$ cat src/rtl/wb_stage_pkg.sv
// -----------------------------------------------------------------------------
// wb_stage_pkg
// Shared constants for the writeback stage: datapath and register-index
// widths, register-file write-enable polarity and the load funct3 encodings.
// -----------------------------------------------------------------------------
package wb_stage_pkg;

   localparam int WORD_WIDTH     = 32;
   localparam int GPR_ADDR_WIDTH = 5;
   localparam int CNT_WIDTH      = 64;

   // Register-file write enable is active low.
   localparam logic GPR_WRITE = 1'b0;
   localparam logic GPR_READ  = 1'b1;

   // Load funct3 encodings.
   localparam logic [2:0] LB  = 3'b000;
   localparam logic [2:0] LH  = 3'b001;
   localparam logic [2:0] LW  = 3'b010;
   localparam logic [2:0] LBU = 3'b100;
   localparam logic [2:0] LHU = 3'b101;

endpackage : wb_stage_pkg

$ cat src/rtl/wb_stage_if.sv
// -----------------------------------------------------------------------------
// wb_stage_if
// Memory-stage to writeback-stage bundle.
//   mem_valid      : memory stage holds a valid instruction
//   mem_rd_we      : instruction writes a destination register
//   mem_rd_addr    : destination register index
//   mem_alu_result : non-load result
//   mem_is_load    : result comes from load data
//   mem_load_type  : load funct3
//   mem_addr_lsb   : byte offset of the load address
//   mem_load_data  : raw word from the data bus
// master = memory stage (driver), slave = writeback stage (receiver).
// -----------------------------------------------------------------------------
interface wb_stage_if #(
   parameter int WORD_WIDTH     = wb_stage_pkg::WORD_WIDTH,
   parameter int GPR_ADDR_WIDTH = wb_stage_pkg::GPR_ADDR_WIDTH
);

   logic                      mem_valid;
   logic                      mem_rd_we;
   logic [GPR_ADDR_WIDTH-1:0] mem_rd_addr;
   logic [WORD_WIDTH-1:0]     mem_alu_result;
   logic                      mem_is_load;
   logic [2:0]                mem_load_type;
   logic [1:0]                mem_addr_lsb;
   logic [WORD_WIDTH-1:0]     mem_load_data;

   modport master (
      output mem_valid, mem_rd_we, mem_rd_addr, mem_alu_result,
             mem_is_load, mem_load_type, mem_addr_lsb, mem_load_data
   );

   modport slave (
      input  mem_valid, mem_rd_we, mem_rd_addr, mem_alu_result,
             mem_is_load, mem_load_type, mem_addr_lsb, mem_load_data
   );

endinterface : wb_stage_if

$ cat src/rtl/wb_stage_load_align.sv
// -----------------------------------------------------------------------------
// load_align
// Combinational load-data aligner/extender.
//   load_type_i : funct3 (LB, LH, LW, LBU, LHU; others pass the word through)
//   addr_lsb_i  : byte offset; bit 0 is ignored for halfword loads because
//                 misaligned accesses are trapped before this stage
//   load_data_i : raw data-bus word
//   aligned_o   : selected lane, sign- or zero-extended to WORD_WIDTH
// -----------------------------------------------------------------------------
module load_align #(
   parameter int WORD_WIDTH = wb_stage_pkg::WORD_WIDTH
) (
   input  logic [2:0]            load_type_i,
   input  logic [1:0]            addr_lsb_i,
   input  logic [WORD_WIDTH-1:0] load_data_i,
   output logic [WORD_WIDTH-1:0] aligned_o
);

   import wb_stage_pkg::*;

   logic [7:0]  byte_s;
   logic [15:0] half_s;

   // Lane selection followed by extension according to the load type.
   always_comb begin
      byte_s    = 8'h00;
      half_s    = 16'h0000;
      aligned_o = load_data_i;

      case (addr_lsb_i)
         2'd0:    byte_s = load_data_i[7:0];
         2'd1:    byte_s = load_data_i[15:8];
         2'd2:    byte_s = load_data_i[23:16];
         2'd3:    byte_s = load_data_i[31:24];
         default: byte_s = load_data_i[7:0];
      endcase

      if (addr_lsb_i[1]) begin
         half_s = load_data_i[31:16];
      end else begin
         half_s = load_data_i[15:0];
      end

      case (load_type_i)
         LB:      aligned_o = {{(WORD_WIDTH-8){byte_s[7]}}, byte_s};
         LBU:     aligned_o = {{(WORD_WIDTH-8){1'b0}}, byte_s};
         LH:      aligned_o = {{(WORD_WIDTH-16){half_s[15]}}, half_s};
         LHU:     aligned_o = {{(WORD_WIDTH-16){1'b0}}, half_s};
         LW:      aligned_o = load_data_i;
         default: aligned_o = load_data_i;
      endcase
   end

endmodule : load_align

$ cat src/rtl/wb_stage.sv
// -----------------------------------------------------------------------------
// wb_stage
// Writeback pipeline stage between the memory stage and the register file.
//   clk, rst_n  : clock, asynchronous active-low reset
//   mem_if      : memory-stage bundle (wb_stage_if.slave)
//   wb_stall    : hold stage contents
//   wb_flush    : invalidate stage contents (wins over stall and new input)
//   gpr_we_n    : register-file write enable, 0 = write
//   gpr_wr_addr : register-file write index
//   gpr_wr_data : register-file write data (aligned/extended load or ALU)
//   wb_valid    : stage holds a valid instruction
//   wb_rd_addr  : destination tag for hazard logic, 0 when no write pending
//   instret     : retired-instruction counter (wraps)
// Each instruction writes and retires exactly once, in its first valid cycle;
// the fired flag suppresses repeats while the entry is held by a stall.
// -----------------------------------------------------------------------------
module wb_stage
   import wb_stage_pkg::*;
#(
   parameter int WORD_WIDTH     = wb_stage_pkg::WORD_WIDTH,
   parameter int GPR_ADDR_WIDTH = wb_stage_pkg::GPR_ADDR_WIDTH,
   parameter int CNT_WIDTH      = wb_stage_pkg::CNT_WIDTH
) (
   input  logic                      clk,
   input  logic                      rst_n,
   wb_stage_if.slave                 mem_if,
   input  logic                      wb_stall,
   input  logic                      wb_flush,
   output logic                      gpr_we_n,
   output logic [GPR_ADDR_WIDTH-1:0] gpr_wr_addr,
   output logic [WORD_WIDTH-1:0]     gpr_wr_data,
   output logic                      wb_valid,
   output logic [GPR_ADDR_WIDTH-1:0] wb_rd_addr,
   output logic [CNT_WIDTH-1:0]      instret
);

   logic                      valid_q,   valid_d;
   logic                      rd_we_q,   rd_we_d;
   logic [GPR_ADDR_WIDTH-1:0] rd_addr_q, rd_addr_d;
   logic [WORD_WIDTH-1:0]     wr_data_q, wr_data_d;
   logic                      fired_q,   fired_d;
   logic                      we_n_q,    we_n_d;
   logic [GPR_ADDR_WIDTH-1:0] tag_q,     tag_d;
   logic [CNT_WIDTH-1:0]      instret_q, instret_d;

   logic [WORD_WIDTH-1:0]     aligned_s;
   logic [WORD_WIDTH-1:0]     result_s;
   logic                      retire_s;
   logic                      pending_s;

   load_align #(
      .WORD_WIDTH (WORD_WIDTH)
   ) u_load_align (
      .load_type_i (mem_if.mem_load_type),
      .addr_lsb_i  (mem_if.mem_addr_lsb),
      .load_data_i (mem_if.mem_load_data),
      .aligned_o   (aligned_s)
   );

   // Next-state for stage registers, fired flag, counter and write port.
   always_comb begin
      valid_d   = valid_q;
      rd_we_d   = rd_we_q;
      rd_addr_d = rd_addr_q;
      wr_data_d = wr_data_q;
      fired_d   = fired_q;
      result_s  = mem_if.mem_alu_result;
      pending_s = 1'b0;

      if (mem_if.mem_is_load) begin
         result_s = aligned_s;
      end else begin
         result_s = mem_if.mem_alu_result;
      end

      if (wb_flush) begin
         valid_d = 1'b0;
         fired_d = 1'b0;
      end else if (wb_stall) begin
         // Held entry is marked fired once its first valid cycle has passed.
         fired_d = fired_q | valid_q;
      end else begin
         valid_d   = mem_if.mem_valid;
         rd_we_d   = mem_if.mem_rd_we;
         rd_addr_d = mem_if.mem_rd_addr;
         wr_data_d = result_s;
         fired_d   = 1'b0;
      end

      // Retirement counts from the current cycle; a flush cannot undo it.
      retire_s  = valid_q & ~fired_q;
      instret_d = instret_q + {{(CNT_WIDTH-1){1'b0}}, retire_s};

      // Write port and hazard tag are precomputed so they leave on flops.
      pending_s = valid_d & rd_we_d & ~fired_d;
      if (pending_s && (rd_addr_d != {GPR_ADDR_WIDTH{1'b0}})) begin
         we_n_d = GPR_WRITE;
      end else begin
         we_n_d = GPR_READ;
      end
      if (pending_s) begin
         tag_d = rd_addr_d;
      end else begin
         tag_d = {GPR_ADDR_WIDTH{1'b0}};
      end
   end

   // Stage state registers with asynchronous reset.
   always_ff @(posedge clk or negedge rst_n) begin
      if (!rst_n) begin
         valid_q   <= 1'b0;
         rd_we_q   <= 1'b0;
         rd_addr_q <= {GPR_ADDR_WIDTH{1'b0}};
         wr_data_q <= {WORD_WIDTH{1'b0}};
         fired_q   <= 1'b0;
         we_n_q    <= GPR_READ;
         tag_q     <= {GPR_ADDR_WIDTH{1'b0}};
         instret_q <= {CNT_WIDTH{1'b0}};
      end else begin
         valid_q   <= valid_d;
         rd_we_q   <= rd_we_d;
         rd_addr_q <= rd_addr_d;
         wr_data_q <= wr_data_d;
         fired_q   <= fired_d;
         we_n_q    <= we_n_d;
         tag_q     <= tag_d;
         instret_q <= instret_d;
      end
   end

   assign gpr_we_n    = we_n_q;
   assign gpr_wr_addr = rd_addr_q;
   assign gpr_wr_data = wr_data_q;
   assign wb_valid    = valid_q;
   assign wb_rd_addr  = tag_q;
   assign instret     = instret_q;

endmodule : wb_stage

$ cat src/flat_wrapper.sv
// flat-port wrapper written by rule: the top's interface ports become plain ports
module wb_stage_flat import wb_stage_pkg::*;
#(
   parameter int WORD_WIDTH     = wb_stage_pkg::WORD_WIDTH,
   parameter int GPR_ADDR_WIDTH = wb_stage_pkg::GPR_ADDR_WIDTH,
   parameter int CNT_WIDTH      = wb_stage_pkg::CNT_WIDTH
)
  (clk, rst_n, wb_stall, wb_flush, gpr_we_n, gpr_wr_addr, gpr_wr_data, wb_valid, wb_rd_addr, instret, mem_if_mem_valid, mem_if_mem_rd_we, mem_if_mem_rd_addr, mem_if_mem_alu_result, mem_if_mem_is_load, mem_if_mem_load_type, mem_if_mem_addr_lsb, mem_if_mem_load_data);
  wb_stage_if #(.WORD_WIDTH(WORD_WIDTH), .GPR_ADDR_WIDTH(GPR_ADDR_WIDTH)) mem_if_i ();
  input  logic clk;
  input  logic rst_n;
  input  logic wb_stall;
  input  logic wb_flush;
  output logic gpr_we_n;
  output logic [GPR_ADDR_WIDTH-1:0] gpr_wr_addr;
  output logic [WORD_WIDTH-1:0] gpr_wr_data;
  output logic wb_valid;
  output logic [GPR_ADDR_WIDTH-1:0] wb_rd_addr;
  output logic [CNT_WIDTH-1:0] instret;
  input wire logic [$bits(mem_if_i.mem_valid)-1:0] mem_if_mem_valid;
  input wire logic [$bits(mem_if_i.mem_rd_we)-1:0] mem_if_mem_rd_we;
  input wire logic [$bits(mem_if_i.mem_rd_addr)-1:0] mem_if_mem_rd_addr;
  input wire logic [$bits(mem_if_i.mem_alu_result)-1:0] mem_if_mem_alu_result;
  input wire logic [$bits(mem_if_i.mem_is_load)-1:0] mem_if_mem_is_load;
  input wire logic [$bits(mem_if_i.mem_load_type)-1:0] mem_if_mem_load_type;
  input wire logic [$bits(mem_if_i.mem_addr_lsb)-1:0] mem_if_mem_addr_lsb;
  input wire logic [$bits(mem_if_i.mem_load_data)-1:0] mem_if_mem_load_data;
  assign mem_if_i.mem_valid = mem_if_mem_valid;
  assign mem_if_i.mem_rd_we = mem_if_mem_rd_we;
  assign mem_if_i.mem_rd_addr = mem_if_mem_rd_addr;
  assign mem_if_i.mem_alu_result = mem_if_mem_alu_result;
  assign mem_if_i.mem_is_load = mem_if_mem_is_load;
  assign mem_if_i.mem_load_type = mem_if_mem_load_type;
  assign mem_if_i.mem_addr_lsb = mem_if_mem_addr_lsb;
  assign mem_if_i.mem_load_data = mem_if_mem_load_data;
  wb_stage #(.WORD_WIDTH(WORD_WIDTH), .GPR_ADDR_WIDTH(GPR_ADDR_WIDTH), .CNT_WIDTH(CNT_WIDTH)) u_core (.clk(clk), .rst_n(rst_n), .mem_if(mem_if_i), .wb_stall(wb_stall), .wb_flush(wb_flush), .gpr_we_n(gpr_we_n), .gpr_wr_addr(gpr_wr_addr), .gpr_wr_data(gpr_wr_data), .wb_valid(wb_valid), .wb_rd_addr(wb_rd_addr), .instret(instret));
endmodule
$ cat config.mk
export PLATFORM = sky130hd
export DESIGN_NAME = wb_stage_flat
export DESIGN_NICKNAME = d
export VERILOG_FILES = /design/src/rtl/wb_stage_pkg.sv /design/src/rtl/wb_stage_if.sv /design/src/rtl/wb_stage_load_align.sv /design/src/rtl/wb_stage.sv /design/src/flat_wrapper.sv
export SDC_FILE = /design/constraint.sdc
export NUM_CORES = 1
export LEC_CHECK = 0
export ABC_AREA = 1
export CORE_MARGIN = 2
export CORE_UTILIZATION = 52
export DETAILED_ROUTE_END_ITERATION = 12
export GPL_ROUTABILITY_DRIVEN = 1
export GPL_TIMING_DRIVEN = 0
export PLACE_DENSITY = 0.87
export SYNTH_ARGS = -nofsm -noshare
export SYNTH_HDL_FRONTEND = slang
export SYNTH_SLANG_ARGS = --single-unit
$ cat constraint.sdc
create_clock -name clk -period 3.6 [get_ports clk]
set_input_delay 1.08 -clock clk [delete_from_list [all_inputs] [get_ports clk]]
set_output_delay 1.08 -clock clk [all_outputs]
set_load 0.005 [all_outputs]
==> impl_metrics.py <==
metrics = {
    "worst_setup_path": {
        "reg2reg_slack_ns": 1.31,
        "critPathMaxStageDelay_ns": 0.56,
        "setup.worst_path.end_class": "output pin",
        "crit_path_max_fanout": 5,
        "r2r-start": "u_core.wb_valid",
        "path_class": "flip-flop to output pin",
        "startpoint_type": "flip-flop",
        "path_delay_family": "buffers and inverters",
        "crit_chain": "clkdlybuf4s50_1",
        "crit_required_ns": 2.52,
        "worst_path_max_delay_cell": "clkdlybuf4s50_1",
        "cp_num_cells": 1,
        "endpoint": "instret[53]",
        "reg2reg_depth": 11,
        "r2r-end": "u_core.instret[60]",
        "critPathBufInv": 1,
        "critPathArrivalTime_ns": 1.41,
        "cp-startpoint": "u_core.instret[53]",
    },
    "grt": {
        "grt_util_met3_pct": 9.65,
        "grt_pass1_vias": 6590,
        "grt-ovfl-total": 0,
        "grt_max_degree": 71,
        "antenna_found_initial": 0,
        "busiest_layer": "met2",
        "use_met2_pct": 56.7,
        "grt.total_usage_pct": 34.1,
        "grt_pass1_wl_um": 34400,
        "use_met1_pct": 42.9,
    },
    "cells_and_area": {
        "num-nets-final": 1211,
        "final_area_um2": 8760,
        "instances_no_fill": 1280,
        "antenna_cells": 0,
        "multi_input_area_um2": 3330,
        "seq_area_um2": 2730,
        "syn2layout_area_growth_pct": 37.0,
        "final_util_pct": 72.9,
        "layout-drive-gt1-share_pct": 6.18,
        "fillers": 1020,
    },
    "die": {
        "initial_core_util_pct": 53.2,
        "coreArea_um2": 12000,
        "die_x_um": 115,
        "ioPinCount": 189,
        "die_h_um": 115,
        "row_count": 40,
        "die_area_um2": 13200,
    },
    "cts": {
        "clk_pin_slew_worst_paths_ns": 0.08,
        "post_cts_buffers": 0,
        "htreeDepth": 3,
        "cts_inserted_buffers": 9,
        "cts_hold_buffers": 0,
        "cts_max_path_buffers": 2,
        "root_buffer": "clkbuf_16",
        "cts_tree": "done",
        "cts_num_sinks": 109,
        "ctsResizeCount": 0,
        "insertion_delay_ns": 0.36,
    },
    "logic_synthesis": {
        "seq_area_frac_synth_pct": 42.7,
        "synthesis.area_um2": 6390,
        "avgSynthCellArea_um2": 6.88,
        "synth_edf_count": 0,
        "yosys_warnings": 0,
        "async_reset_ff_share_pct": 100,
        "syn-num-nets": 1012,
        "syn_inst": 929,
        "synth-main-ff-cell": "dfrtp_1",
        "synth.distinct_cells": 32,
        "synth.ff_latch_count": 109,
    },
    "placed_design": {
        "dp_cells": 1264,
        "dpl.hpwl_um": 17700,
        "portBuffers": 187,
        "place.gp.congestion": 1.03,
        "dpl_worst_slack_ns": 0.797,
        "placed_cell_area_um2": 8470,
    },
    "sta": {
        "setup_tns_ns": 0,
        "rsz0062_at_grt": "false",
        "worstMarginPinSlew_ns": 0.564,
        "fin_ws_ns": 1.11,
        "skew_ns": 0.00835,
        "slew-limit-headroom_pct": 62.4,
        "max_freq_mhz": 402,
        "finalSetupViolations": 0,
        "slew_viol_final": 0,
        "hold_viol": 0,
        "fin_crit_ns": 2.49,
        "post-route-period-util_pct": 69.2,
        "whs_ns": 0.494,
    },
    "pwr": {
        "ir_drop_v": 0.000315,
        "p_leak_nw": 3.72,
        "power.density_nw_per_um2": 337,
        "p_total_mw": 2.95,
    },
    "routing": {
        "drt_iter0_drc": 516,
        "drc": 0,
        "vias": 6846,
        "routed_wl_um": 21800,
        "wl_per_cell_um": 17.0,
        "postRouteAntennaNets": 0,
        "firstDrtPassIters": 5,
        "routed_via_density": 5.35,
    },
    "outcome": {
        "status": "complete, no violations",
    },
    "run": {
        "drv_cap": 0,
    },
    "min_path": {
        "min-delay-path-class": "flip-flop to flip-flop",
    },
}
==> cell type report <==
cell class,count,area share [%]
multi-input combinational,740,38.0
sequential,109,31.2
timing repair buffer,188,21.7
clock buffer,10,2.73
inverter,59,2.53
tap,147,2.10
buffer,21,1.27
clock inverter,6,0.514
==> flip-flops by register name (all words and copies together) (netlist names) <==
signal / flops
u_core.fired_q: 1
u_core.gpr_wr_addr: 5
u_core.instret: 64
u_core.wb_valid: 1
u_core.gpr_wr_data: 32
u_core.gpr_we_n: 1
u_core.wb_rd_addr: 5
==> cells in the mapped netlist (2+ instances only) <==
cell type,number,area [um2]
nand2_1,349,1310
nand2_2,6,37.5
nand4_1,20,125
nand3b_1,5,37.5
nor2_2,11,68.8
inv_1,52,195
clkbuf_1,11,41.3
xnor2_1,20,175
or2_2,9,56.3
buf_1,3,11.3
a21oi_1,36,180
o211ai_1,2,15.0
xor2_1,11,96.3
nand3_1,53,265
inv_2,6,22.5
dfrtp_1,108,2700
nor2_1,181,679
nor2_4,8,90.1
o21ai_0,8,40.0
ha_1,2,25.0
buf_4,2,15.0
o21ai_1,13,65.1
buf_2,2,10.0
buf_6,3,33.8
==> worst min-delay path by stage <==
stage	from	endpoint	slack, ns	cells after the start
5_1_grt	u_core.gpr_wr_data[16]	u_core.gpr_wr_data[16]	0.51	2
3_5_place_dp	u_core.gpr_wr_data[11]	u_core.gpr_wr_data[11]	0.47	2
6_report	u_core.gpr_wr_data[30]	u_core.gpr_wr_data[30]	0.49	2
4_1_cts	u_core.gpr_wr_data[25]	u_core.gpr_wr_data[25]	0.49	2
3_3_place_gp	u_core.gpr_wr_data[15]	u_core.gpr_wr_data[15]	0.46	2
2_1_floorplan	u_core.gpr_wr_data[17]	u_core.gpr_wr_data[17]	0.47	2
==> per-layer routing <==
| metal | vias up | share of wire (%) |
|---|---|---|
| li1 | 3311 | - |
| met1 | 3140 | 40 |
| met2 | 346 | 47 |
| met3 | 49 | 9.2 |
| met4 | 0 | 3.3 |
| met5 | - | 0 |
==> cells in the final DEF (no fill, tap or decap), drive strengths merged <==
cell,n
nand3,54
o21ai,22
clkbuf,21
xnor2,20
nand2,356
nor2,200
xor2,11
dfstp,1
o22ai,1
o211ai,2
or2,10
nand3b,6
inv,60
clkinvlp,2
ha,2
dfrtp,108
nand4,20
buf,12
a21oi,36
clkdlybuf4s50,186
clkinv,3
==> where the power goes <==
part	leakage (nW)	internal [mW]	switching (mW)
clock	0.137	0.494	0.476
sequential	1.44	1.31	0.0721
combinational	2.14	0.319	0.279
==> logic make-up after synthesis <==
family / share of synthesized area [%]
and+or+nand+nor: 42.5
DFF: 42.7
buffers and inverters: 5.21
AOI/OAI and AO/OA: 4.93
xor gates and xnor gates: 4.25
adders and majority gates: 0.391
No activity file was read; power rests on OpenSTA's default activity.
